[config.mk]
export PLATFORM = sky130hd
export DESIGN_NAME = mem_ctrl
export DESIGN_NICKNAME = d
export VERILOG_FILES = /design/src/rtl/mem_ctrl_pkg.sv /design/src/rtl/mem_ctrl.sv
export SDC_FILE = /design/constraint.sdc
export NUM_CORES = 1
export LEC_CHECK = 0
export BUFFER_PORTS_ARGS = -buffer_cell sky130_fd_sc_hd__buf_2
export CAP_MARGIN = 0
export CORE_UTILIZATION = 54
export DETAILED_ROUTE_END_ITERATION = 16
export HOLD_SLACK_MARGIN = 0.1
export PLACE_DENSITY_LB_ADDON = 0.3
export SYNTH_ARGS = -nofsm -noshare
export SYNTH_HDL_FRONTEND = slang
export SYNTH_SLANG_ARGS = --single-unit
[constraint.sdc]
create_clock -name clk_in -period 2.9 [get_ports clk_in]
set_clock_uncertainty 0.05 [all_clocks]
set_input_delay 0.29 -clock clk_in [delete_from_list [all_inputs] [get_ports clk_in]]
set_output_delay 0.29 -clock clk_in [all_outputs]
set_load 0.02 [all_outputs]
[src/rtl/mem_ctrl_pkg.sv]
// Shared types and helpers for the byte-serial memory controller.
// State encodings and the legal transfer lengths live here.
package mem_ctrl_pkg;

    typedef enum logic [1:0] {
        MEM_IDLE      = 2'd0,
        MEM_IF_READ   = 2'd1,
        MEM_MEM_READ  = 2'd2,
        MEM_MEM_WRITE = 2'd3
    } mem_state_e;

    localparam logic [2:0] LEN1 = 3'd1;
    localparam logic [2:0] LEN2 = 3'd2;
    localparam logic [2:0] LEN4 = 3'd4;

    function automatic logic len_ok(input logic [2:0] len);
        return (len == LEN1) || (len == LEN2) || (len == LEN4);
    endfunction

    function automatic logic [7:0] get_byte(input logic [31:0] w, input logic [1:0] k);
        return w[{k, 3'b000} +: 8];
    endfunction

endpackage

[src/rtl/mem_ctrl.sv]
// Single-port byte-serial memory controller arbitrating IF fetches and MEM loads/stores.
// Each 1/2/4-byte access is split into sequential byte cycles; all outputs are registered.
module mem_ctrl
    import mem_ctrl_pkg::*;
(
    input  logic        clk_in,
    input  logic        rst_in,
    input  logic        if_read,
    input  logic [31:0] if_addr,
    input  logic        if_flush,
    output logic        if_done,
    output logic [31:0] if_inst,
    input  logic        read_mem,
    input  logic        write_mem,
    input  logic [31:0] mem_addr_to_read,
    input  logic [31:0] mem_data_to_write,
    input  logic [2:0]  data_len,
    output logic        mem_load_done,
    output logic [31:0] mem_ctrl_read_in,
    output logic [1:0]  mem_ctrl_busy_state,
    input  logic [7:0]  mem_din,
    output logic [7:0]  mem_dout,
    output logic [31:0] mem_a,
    output logic        mem_wr
);

    mem_state_e  state_q, state_d;
    logic [31:0] base_q, base_d;
    logic [2:0]  len_q, len_d;
    logic [31:0] wdata_q, wdata_d;
    logic [31:0] result_q, result_d;
    logic [2:0]  sent_q, sent_d;
    logic [2:0]  got_q, got_d;
    // issued: a read address is on the bus this cycle; din_vld: mem_din holds a requested byte
    logic        issued_q, issued_d;
    logic        din_vld_q, din_vld_d;
    logic        if_done_q, if_done_d;
    logic [31:0] if_inst_q, if_inst_d;
    logic        mem_done_q, mem_done_d;
    logic [31:0] read_in_q, read_in_d;
    logic [1:0]  busy_q, busy_d;
    logic [31:0] mem_a_q, mem_a_d;
    logic [7:0]  mem_dout_q, mem_dout_d;
    logic        mem_wr_q, mem_wr_d;

    always_comb begin
        state_d    = state_q;
        base_d     = base_q;
        len_d      = len_q;
        wdata_d    = wdata_q;
        result_d   = result_q;
        sent_d     = sent_q;
        got_d      = got_q;
        issued_d   = 1'b0;
        din_vld_d  = issued_q;
        if_done_d  = 1'b0;
        if_inst_d  = if_inst_q;
        mem_done_d = 1'b0;
        read_in_d  = read_in_q;
        mem_a_d    = '0;
        mem_dout_d = '0;
        mem_wr_d   = 1'b0;

        case (state_q)
            MEM_IDLE: begin
                if (write_mem && len_ok(data_len)) begin
                    state_d    = MEM_MEM_WRITE;
                    base_d     = mem_addr_to_read;
                    len_d      = data_len;
                    wdata_d    = mem_data_to_write;
                    sent_d     = 3'd1;
                    got_d      = '0;
                    mem_a_d    = mem_addr_to_read;
                    mem_dout_d = mem_data_to_write[7:0];
                    mem_wr_d   = 1'b1;
                end else if (read_mem && len_ok(data_len)) begin
                    state_d  = MEM_MEM_READ;
                    base_d   = mem_addr_to_read;
                    len_d    = data_len;
                    result_d = '0;
                    sent_d   = 3'd1;
                    got_d    = '0;
                    mem_a_d  = mem_addr_to_read;
                    issued_d = 1'b1;
                end else if (if_read && !if_flush) begin
                    state_d  = MEM_IF_READ;
                    base_d   = if_addr;
                    len_d    = LEN4;
                    result_d = '0;
                    sent_d   = 3'd1;
                    got_d    = '0;
                    mem_a_d  = if_addr;
                    issued_d = 1'b1;
                end
            end

            MEM_MEM_WRITE: begin
                if (sent_q == len_q) begin
                    state_d    = MEM_IDLE;
                    mem_done_d = 1'b1;
                    sent_d     = '0;
                end else begin
                    mem_a_d    = base_q + {29'd0, sent_q};
                    mem_dout_d = get_byte(wdata_q, sent_q[1:0]);
                    mem_wr_d   = 1'b1;
                    sent_d     = sent_q + 3'd1;
                end
            end

            MEM_IF_READ, MEM_MEM_READ: begin
                if (state_q == MEM_IF_READ && if_flush) begin
                    // Abort: drop the byte still in flight and free the bus immediately
                    state_d   = MEM_IDLE;
                    sent_d    = '0;
                    got_d     = '0;
                    din_vld_d = 1'b0;
                end else begin
                    if (sent_q < len_q) begin
                        mem_a_d  = base_q + {29'd0, sent_q};
                        issued_d = 1'b1;
                        sent_d   = sent_q + 3'd1;
                    end
                    if (din_vld_q) begin
                        result_d[{got_q[1:0], 3'b000} +: 8] = mem_din;
                        got_d = got_q + 3'd1;
                        if (got_q + 3'd1 == len_q) begin
                            state_d = MEM_IDLE;
                            sent_d  = '0;
                            got_d   = '0;
                            if (state_q == MEM_IF_READ) begin
                                if_inst_d = result_d;
                                if_done_d = 1'b1;
                            end else begin
                                read_in_d  = result_d;
                                mem_done_d = 1'b1;
                            end
                        end
                    end
                end
            end
        endcase

        busy_d = {(state_d == MEM_MEM_READ) || (state_d == MEM_MEM_WRITE),
                  (state_d == MEM_IF_READ)};
    end

    always_ff @(posedge clk_in) begin
        if (rst_in) begin
            state_q    <= MEM_IDLE;
            base_q     <= '0;
            len_q      <= '0;
            wdata_q    <= '0;
            result_q   <= '0;
            sent_q     <= '0;
            got_q      <= '0;
            issued_q   <= 1'b0;
            din_vld_q  <= 1'b0;
            if_done_q  <= 1'b0;
            if_inst_q  <= '0;
            mem_done_q <= 1'b0;
            read_in_q  <= '0;
            busy_q     <= '0;
            mem_a_q    <= '0;
            mem_dout_q <= '0;
            mem_wr_q   <= 1'b0;
        end else begin
            state_q    <= state_d;
            base_q     <= base_d;
            len_q      <= len_d;
            wdata_q    <= wdata_d;
            result_q   <= result_d;
            sent_q     <= sent_d;
            got_q      <= got_d;
            issued_q   <= issued_d;
            din_vld_q  <= din_vld_d;
            if_done_q  <= if_done_d;
            if_inst_q  <= if_inst_d;
            mem_done_q <= mem_done_d;
            read_in_q  <= read_in_d;
            busy_q     <= busy_d;
            mem_a_q    <= mem_a_d;
            mem_dout_q <= mem_dout_d;
            mem_wr_q   <= mem_wr_d;
        end
    end

    assign if_done             = if_done_q;
    assign if_inst             = if_inst_q;
    assign mem_load_done       = mem_done_q;
    assign mem_ctrl_read_in    = read_in_q;
    assign mem_ctrl_busy_state = busy_q;
    assign mem_a               = mem_a_q;
    assign mem_dout            = mem_dout_q;
    assign mem_wr              = mem_wr_q;

endmodule

==> results of run 1 <==
[tightest hold or removal path, stage by stage]
cell,delay [ps]
buf_2,100
nand2_1,50
a21o_1,140
a21oi_1,70
[synth_stat cells (15+ instances only)]
master	n	share of area, %
a311oi_1	25	2.2
a31oi_1	33	2.1
nand2_1	168	6.4
a211oi_2	20	2.5
a21oi_1	101	5.1
inv_1	15	0.57
xnor2_1	28	2.5
nor2b_1	46	2.9
dfxtp_1	218	44
ha_1	15	1.9
buf_2	19	0.96
o22ai_1	25	1.6
nor2_1	110	4.2
nand3_1	15	0.76
a211oi_1	72	5.5
a21boi_0	24	1.8
clkbuf_1	59	2.2
[layer usage]
metal | vias to the layer above | part of all wire (%) | GRT usage, % | routed length (um)
met4 | 0 | 2.8 | 12.1 | 799
met5 | - | 0 | 0 | 0
met3 | 76 | 6.8 | 4.30 | 1940
li1 | 4687 | - | - | -
met1 | 4550 | 42 | 37.5 | 11900
met2 | 425 | 48 | 50.9 | 13800
[final cells by class]
cell class	count	share of cell area [%]
Antenna cell	1	0.0192
Clock buffer	35	5.32
Clock inverter	8	1.03
Inverter	16	0.461
Multi-Input combinational cell	814	39.1
Sequential cell	218	33.5
Tap cell	229	2.20
Timing Repair Buffer	352	18.4
[flip-flops by register name (all words and copies together) (netlist names), 8 cells and up]
signal            flops
base_q               32
wdata_q              32
mem_ctrl_read_in     32
mem_a                32
result_q             32
if_inst              32
mem_dout              8
[final timing paths]
kind | start | endpoint | slack, ps | cells after the start
setup / recovery | data_len[1] | base_q[6]$_SDFFE_PP0P_ | 150 | 9
hold / removal | mem_addr_to_read[11] | mem_a[11]$_SDFF_PP0_ | 130 | 4
setup reg to reg | got_q[1]$_SDFFE_PP0P_ | if_inst[4]$_SDFFE_PP0P_ | 200 | 8
hold reg to reg | issued_q$_SDFF_PP0_ | din_vld_q$_SDFF_PP0_ | 370 | 2
[metrics by stage]
step                      instances  cell area [um2]  setup WS [ps]  setup TNS (ps)
final                          1673            13000            148               0
after floorplan                1140             9850            428               0
after detailed placement       1528            11200            256               0
after CTS                      1672            13000           25.9               0
after global routing           1673            13000          -2.50           -2.50
after global placement         1528            11200            410               0
[report_power, final]
part	internal, uW	switching [uW]	leakage, uW	total (uW)
Combinational	643	920	0.00297	1560
Clock	1920	1220	0.000392	3140
Sequential	3170	129	0.00177	3300
[placed cells by master (no fill, tap or decap), types with 25 or more instances in the layout]
cell type      instances
buf_2                220
dfxtp_1              218
nand2_1              168
nor2_1               110
dlygate4sd3_1        101
a21oi_1               99
a211oi_1              72
nor2b_1               46
a31oi_1               33
xnor2_1               28
buf_4                 27
o22ai_1               25
a311oi_1              25
[kinds of logic (layout without fill, tap and decap cells)]
family,count (synthesis),count (layout),synth area share (%)
muxes,12,12,2.27
and+or+nand+nor,400,400,18.5
other,0,1,0
buffers and inverters,108,411,4.74
DFF,218,218,44.3
xor gates and xnor gates,32,32,3.00
AOI/OAI and AO/OA,354,354,25.1
adders and majority gates,16,16,2.11
[repair_timing]
item,in CTS,in global routing
setup endpoints to repair,0,24
resized for setup,0,2
hold endpoints to repair,101,0
hold buffers,101,0
==> flow_metrics.py, run 1 <==
metrics = {
    "run_status": {
        "status": "finished clean",
    },
    "clock_tree": {
        "cts_tree": "built",
        "cts_max_path_buffers": 3,
        "clk_pin_slew_ps": 60,
        "cts_num_sinks": 218,
        "post-cts-setup-buffer-count": 0,
        "htreeDepth": 1,
        "cts-buffers-inserted": 24,
        "cts_root_buf": "clkbuf_16",
        "clk_latency_ps": 510,
    },
    "pwr": {
        "peakVddDrop_uv": 502,
        "p_total_uw": 8000,
        "p_leak_uw": 0.00514,
        "power_density_nw_per_um2": 615,
    },
    "sta": {
        "slew-limit-headroom_pct": 45.8,
        "final.period_utilization_pct": 94.9,
        "max_freq_mhz": 363,
        "tightest_slew_ps": 808,
        "setup_viol": 0,
        "layout_min_cycle_time_ps": 2750,
        "fin_hold_ws_ps": 126,
        "hold_viol_final": 0,
        "drv_slew": 0,
    },
    "layout": {
        "nNetsFinal": 1555,
        "drive_above_1_share_pct": 22.9,
        "regArea_um2": 4360,
        "fillCellCount": 1289,
        "multi_input_area_um2": 5080,
        "syn_to_final_growth_pct": 32.1,
        "utilization_pct": 72.7,
    },
    "flow_run": {
        "max_cap_viol_count": 0,
    },
    "placed_design": {
        "post-dp-hpwl_mm": 17.5,
        "portBuffers": 221,
        "routabilityCongestion": 0.857,
    },
    "synth": {
        "synth_edf_count": 0,
        "ys.flop_type": "dfxtp_1",
        "ys.warnings.count": 0,
        "synth-seq-cells": 218,
        "syn-cell-area_um2": 9850,
        "yosysUniqueCellTypes": 62,
        "syn_inst": 1140,
        "ys_async_sr_fraction_pct": 0,
        "ys_seq_area_share_pct": 44.3,
        "synth_area_per_cell_um2": 8.64,
        "synth_nets": 1269,
    },
    "critical_path": {
        "cp-start-kind": "input port",
        "cp_max_fo": 51,
        "arrival_ps": 3150,
        "max_stage_delay_ps": 600,
        "crit_required_ps": 3300,
        "critPathKind": "in -> reg",
        "crit_top_cell": "dlygate4sd3_1",
        "worst-path-buf-inv": 4,
        "worst_setup_path_end_kind": "flip-flop",
        "critPathSlowestCell": "dlygate4sd3_1",
        "crit_family": "buffers and inverters",
        "path_cells": "dlygate4sd3_1 > buf_2 > o21ai_1 > o221ai_4 > a21oi_4 > buf_12 > nor2_1 > a311oi_1 > dlygate4sd3_1",
    },
    "route": {
        "antenna_left": 0,
        "routed_wl_mm": 28.4,
        "drcViolationCount": 0,
        "dr.pass1.iters": 5,
        "drt_iter0_markers": 784,
        "wl_per_cell_um": 17.0,
        "num_vias": 9738,
        "viasPerCell": 5.82,
    },
    "global_routing": {
        "grt-ovfl-total": 0,
        "track_usage_pct": 29.8,
        "grt_max_degree": 66,
        "antenna_found_initial": 1,
        "grt_pass1_wl_mm": 44.8,
        "grt_pass1_vias": 9192,
    },
    "floorplanning": {
        "start_util_pct": 55.0,
        "ios": 222,
        "rows": 49,
        "die_width_um": 137,
        "core_um2": 17900,
        "die_area_um2": 18800,
        "die_y_um": 137,
    },
    "hold_path": {
        "hold_path.class": "in -> reg",
    },
}
Power figures use the tool's default switching activity.
==> run 2, diff against run 1 <==
--- a/config.mk
+++ b/config.mk
@@ -7,6 +7,7 @@
 export LEC_CHECK = 0
 export BUFFER_PORTS_ARGS = -buffer_cell sky130_fd_sc_hd__buf_2
 export CAP_MARGIN = 0
+export CORE_MARGIN = 2
 export CORE_UTILIZATION = 54
 export DETAILED_ROUTE_END_ITERATION = 16
 export HOLD_SLACK_MARGIN = 0.1
==> run 2 against run 1 <==
Non-clock buffer count fell by 8; worst setup slack improved by 60 ps; final cell count down 0.48%; global-route usage fell by 1.4 points; core utilization fell by 1.1 points; sequential power about the same; clock power decreased by 3%; hold slack worse by 12 ps; count of clock-buffer cells in the layout stayed put; sequential share of layout area grew 0.39 points; routed wire length rose by 0.31%; critical path type is now reg -> reg; critical endpoint is now if_inst[31]$_SDFFE_PP0P_; highest routed layer unchanged.
==> flow_metrics.py, run 2 (same netlist as run 1, synthesis figures left out) <==
metrics = {
    "sta": {
        "max_freq_mhz": 371,
        "rsz0062_at_grt": "no",
        "finalWorstSetupSlack_ps": 208,
        "tightest_slew_ps": 828,
        "hold_viol_final": 0,
        "fin_setup_tns_ps": 0,
        "setup_viol": 0,
        "final.period_utilization_pct": 92.8,
        "drv_slew": 0,
        "slew-limit-headroom_pct": 44.6,
        "layout_min_cycle_time_ps": 2690,
    },
    "layout": {
        "syn_to_final_growth_pct": 30.6,
        "nNetsFinal": 1547,
        "layout_commonest_cell": "buf_2",
        "drive_above_1_share_pct": 23.4,
        "regArea_um2": 4360,
        "multi_input_area_um2": 5080,
        "antenna_cells": 0,
        "layout_common_cells": "buf_2, dfxtp_1, nand2_1",
        "fin_cells": 1665,
        "fillCellCount": 1333,
    },
    "critical_path": {
        "r2r-end": "if_inst[31]$_SDFFE_PP0P_",
        "worst-path-buf-inv": 2,
        "cp_max_fo": 65,
        "regToRegStartpoint": "got_q[1]$_SDFFE_PP0P_",
        "cp_num_cells": 8,
        "reg2reg_slack_ps": 210,
        "crit_family": "simple AND/OR/NAND/NOR gates",
        "crit_required_ps": 3260,
        "worst_setup_path_end_kind": "flip-flop",
        "reg2reg_depth": 8,
        "critPathKind": "reg -> reg",
        "path_cells": "inv_1 > ha_1 > xor2_1 > or3_1 > nor4b_4 > buf_12 > nor2_1 > a211oi_1",
        "critPathLaunch": "got_q[1]$_SDFFE_PP0P_",
        "max_stage_delay_ps": 470,
        "arrival_ps": 3050,
        "critPathSlowestCell": "or3_1",
        "worstSetupEndpoint": "if_inst[31]$_SDFFE_PP0P_",
        "cp-start-kind": "flip-flop",
    },
    "clock_tree": {
        "clk_pin_slew_ps": 60,
        "cts_max_path_buffers": 3,
        "htreeDepth": 1,
        "cts_root_buf": "clkbuf_16",
        "clk_latency_ps": 510,
        "cts_num_sinks": 218,
        "cts_tree": "built",
        "cts-buffers-inserted": 24,
    },
    "route": {
        "dr.pass1.iters": 5,
        "antenna_left": 0,
        "routed_wl_mm": 28.5,
        "wl_per_cell_um": 17.1,
        "num_vias": 9742,
        "drt_iter0_markers": 744,
        "viasPerCell": 5.85,
        "drcViolationCount": 0,
    },
    "floorplanning": {
        "core_um2": 18000,
        "ios": 222,
        "die_width_um": 139,
        "die_y_um": 139,
        "die_area_um2": 19300,
        "rows": 49,
        "start_util_pct": 54.9,
    },
    "pwr": {
        "p_sw_share_pct": 28.7,
        "p_seq_share_pct": 41.8,
        "p_leak_uw": 0.00509,
        "p_int_uw": 5630,
        "power_density_nw_per_um2": 614,
        "power.switching_uw": 2270,
        "power_frac_clock_pct": 38.7,
        "p_total_uw": 7900,
        "peakVddDrop_uv": 501,
        "share_comb_of_total_power_pct": 19.5,
    },
    "global_routing": {
        "grt_max_degree": 66,
        "gr-max-usage-layer": "met2",
        "met3_usage_pct": 4.01,
        "track_usage_pct": 28.3,
        "grt_pass1_wl_mm": 46.3,
        "antenna_found_initial": 0,
        "met2_usage_pct": 46.5,
        "use_met1_pct": 38.0,
        "grt-ovfl-total": 0,
        "grt_pass1_vias": 9313,
    },
    "run_status": {
        "status": "finished clean",
    },
    "placed_design": {
        "portBuffers": 221,
        "dp_cells": 1528,
        "post-dp-hpwl_mm": 17.5,
        "pre_cts_slack_ps": 291,
        "routabilityCongestion": 0.830,
    },
    "hold_path": {
        "hold_path.class": "in -> reg",
    },
    "flow_run": {
        "max_cap_viol_count": 0,
    },
}
run 2: metal layers:
layer  up-vias  part of all wire [%]
met5         -                     0
met1      4612                    43
met2       398                    48
met3        73                   6.3
met4         0                   2.9
li1       4659                     -
run 2: timing repair:
action / CTS / global route
endpoints found under the setup margin: 0 / 14
resized for setup: 0 / 1
setup buffers: 0 / 3
endpoints found under the hold margin: 94 / 0
hold buffers: 90 / 0
run 2: layout make-up:
type,instances,area share [%]
clock buffer,35,5.70
timing repair buffer,344,17.6
clock inverter,9,0.544
multi-input combinational,814,39.5
tap,229,2.23
sequential,218,33.9
inverter,16,0.467
run 2: how the worst min path moves through the flow:
stage | startpoint | to | cells after the start
6_report | rst_in | got_q[0]$_SDFFE_PP0P_ | 2
5_1_grt | if_addr[8] | base_q[8]$_SDFFE_PP0P_ | 4
2_1_floorplan | issued_q$_SDFF_PP0_ | din_vld_q$_SDFF_PP0_ | 2
3_5_place_dp | issued_q$_SDFF_PP0_ | din_vld_q$_SDFF_PP0_ | 2
3_3_place_gp | issued_q$_SDFF_PP0_ | din_vld_q$_SDFF_PP0_ | 2
4_1_cts | mem_din[1] | result_q[1]$_SDFFE_PP0P_ | 3
run 2: power groups by stage:
stage / Clock, uW / Sequential, uW / Combinational (uW)
after global placement: 0 / 3350 / 1340
after floorplan: 0 / 3390 / 875
after CTS: 3090 / 3290 / 1500
after detailed placement: 0 / 3350 / 1360
final: 3060 / 3300 / 1540
after global routing: 3200 / 3320 / 1680
run 2: stage by stage:
step / hold WS (ps) / area [um2] / util [%]
floorplan: 344 / 9850 / -
global placement: 346 / 11100 / 62.0
detailed placement: 354 / 11100 / 62.0
CTS: 101 / 12800 / 71.5
global route: 119 / 12900 / 71.6
finish: 114 / 12900 / 71.6
==> run 3, diff against run 2 <==
--- a/config.mk
+++ b/config.mk
@@ -12,6 +12,7 @@
 export DETAILED_ROUTE_END_ITERATION = 16
 export HOLD_SLACK_MARGIN = 0.1
 export PLACE_DENSITY_LB_ADDON = 0.3
+export REMOVE_ABC_BUFFERS = 1
 export SYNTH_ARGS = -nofsm -noshare
 export SYNTH_HDL_FRONTEND = slang
 export SYNTH_SLANG_ARGS = --single-unit
==> constraint.sdc (replaced) <==
create_clock -name clk_in -period 2.9 [get_ports clk_in]
set_clock_uncertainty 0.05 [all_clocks]
set_input_delay 0.87 -clock clk_in [delete_from_list [all_inputs] [get_ports clk_in]]
set_output_delay 0.87 -clock clk_in [all_outputs]
set_load 0.02 [all_outputs]
==> run 3 against run 2 <==
First-iteration DRC count is 10% lower; combinational power fell by 9%; non-clock buffer count decreased by 85; die area did not move; sequential share of layout area grew 2.3 points; hold slack improved by 250 ps; count of clock-buffer cells in the layout down 2; critical path depth stayed put; final cell count down 5.2%; worst setup slack worse by 9.2 ps; total power down 1.6%; maximum frequency fell by 0.34%; critical path type unchanged; critical endpoint is now if_inst[14]$_SDFFE_PP0P_; largest cell class unchanged; largest power group unchanged.
==> flow_metrics.py, run 3 (same netlist as run 1, synthesis figures left out) <==
metrics = {
    "floorplanning": {
        "core_um2": 18000,
        "die_area_um2": 19300,
        "ios": 222,
        "rows": 49,
        "die_y_um": 139,
        "die_width_um": 139,
        "start_util_pct": 54.9,
    },
    "critical_path": {
        "path_cells": "inv_1 > ha_1 > xor2_1 > or3_1 > nor4b_4 > buf_4 > nor2_1 > a211oi_2",
        "worst-path-buf-inv": 2,
        "max_stage_delay_ps": 480,
        "arrival_ps": 3080,
        "cp_max_fo": 19,
        "critPathSlowestCell": "or3_1",
        "worst_setup_path_end_kind": "flip-flop",
        "crit_required_ps": 3280,
        "critPathKind": "reg -> reg",
        "cp-start-kind": "flip-flop",
        "crit_family": "simple AND/OR/NAND/NOR gates",
    },
    "layout": {
        "utilization_pct": 67.2,
        "layout_commonest_cell": "buf_2",
        "syn_to_final_growth_pct": 22.4,
        "nNetsFinal": 1461,
        "drive_above_1_share_pct": 24.9,
        "layout_common_cells": "buf_2, dfxtp_1, nand2_1",
        "fillCellCount": 1434,
        "regArea_um2": 4360,
        "fin_cells": 1578,
        "multi_input_area_um2": 5070,
    },
    "route": {
        "viasPerCell": 5.71,
        "num_vias": 9011,
        "routed_wl_mm": 26.0,
        "drcViolationCount": 0,
        "antenna_left": 0,
        "wl_per_cell_um": 16.5,
        "drt_iter0_markers": 667,
        "dr.pass1.iters": 5,
    },
    "placed_design": {
        "portBuffers": 221,
        "dp_cells": 1536,
        "routabilityCongestion": 0.897,
        "post-dp-hpwl_mm": 17.5,
        "pre_cts_slack_ps": 67.9,
    },
    "global_routing": {
        "grt_pass1_vias": 8619,
        "track_usage_pct": 26.1,
        "antenna_found_initial": 1,
        "grt_max_degree": 73,
        "grt-ovfl-total": 0,
        "grt_pass1_wl_mm": 42.7,
    },
    "clock_tree": {
        "ctsResizeCount": 0,
        "cts_num_sinks": 218,
        "clk_pin_slew_ps": 60,
        "clk_latency_ps": 510,
        "htreeDepth": 1,
        "cts_tree": "built",
        "cts_max_path_buffers": 3,
        "hold_buffers": 0,
        "cts-buffers-inserted": 23,
        "cts_root_buf": "clkbuf_16",
        "post-cts-setup-buffer-count": 0,
    },
    "sta": {
        "slew-limit-headroom_pct": 43.8,
        "finalWorstSetupSlack_ps": 199,
        "hold_viol_final": 0,
        "drv_slew": 0,
        "tightest_slew_ps": 840,
        "setup_viol": 0,
        "max_freq_mhz": 370,
        "final.period_utilization_pct": 93.2,
        "rsz0062_at_grt": "no",
        "layout_min_cycle_time_ps": 2700,
    },
    "pwr": {
        "p_leak_uw": 0.00470,
        "p_total_uw": 7770,
        "power_density_nw_per_um2": 644,
        "peakVddDrop_uv": 521,
    },
    "hold_path": {
        "hold_path.class": "reg -> reg",
    },
    "run_status": {
        "status": "finished clean",
    },
    "flow_run": {
        "max_cap_viol_count": 0,
    },
}
## run 3: changes by cell type in the layout (fill, tap and decap cells not counted), sizes merged
cell         before  now
dlygate4sd3      90    0
buf             254  259
clkinv            9    4
bufinv            1    3
clkbuf           35   33
clkinvlp          0    1
diode             0    1
inv              15   16
## run 3: worst paths after layout
path	cells past startpoint	endpoint	startpoint	slack (ps)
worst max-delay path	8	if_inst[14]$_SDFFE_PP0P_	got_q[1]$_SDFFE_PP0P_	200
worst min-delay path	2	din_vld_q$_SDFF_PP0_	issued_q$_SDFF_PP0_	370
worst min register to register	2	din_vld_q$_SDFF_PP0_	issued_q$_SDFF_PP0_	370
worst max register to register	8	if_inst[14]$_SDFFE_PP0P_	got_q[1]$_SDFFE_PP0P_	200
## run 3: final cells by class
| type | count | area share (%) |
|---|---|---|
| Multi-Input combinational cell | 814 | 42.0 |
| Sequential cell | 218 | 36.2 |
| Timing Repair Buffer | 259 | 12.3 |
| Clock buffer | 33 | 5.58 |
| Tap cell | 229 | 2.37 |
| Clock inverter | 8 | 1.01 |
| Inverter | 16 | 0.498 |
| Antenna cell | 1 | 0.0207 |
## run 3: tightest hold or removal path, cell delays in order, from the launching register on
cell,delay [ps]
dfxtp_1,300
inv_1,40
a311oi_1,30
## run 3: per-stage QoR
| stage | area, um2 | hold slack, ps | TNS [ps] |
|---|---|---|---|
| after CTS | 12100 | 362 | 0 |
| after global routing | 12100 | 405 | 0 |
| final | 12100 | 366 | 0 |
| after floorplan | 9450 | 344 | -174310 |
| after global placement | 11300 | 347 | 0 |
| after detailed placement | 11300 | 352 | 0 |
## run 3: power breakdown
| group | total (uW) | internal [uW] | leakage (uW) | switching (uW) |
|---|---|---|---|---|
| clock | 3080 | 1880 | 0.000390 | 1200 |
| sequential | 3290 | 3170 | 0.00177 | 123 |
| combinational | 1400 | 534 | 0.00254 | 868 |
| total | 7770 | 5580 | 0.00470 | 2190 |
## run 3: per-layer routing
layer | wire (um) | GRT usage [%] | vias to the layer above
met5 | 0 | 0 | -
met4 | 953 | 9.84 | 0
met1 | 11200 | 35.0 | 4159
met3 | 1400 | 3.83 | 69
li1 | - | - | 4487
met2 | 12400 | 43.1 | 296
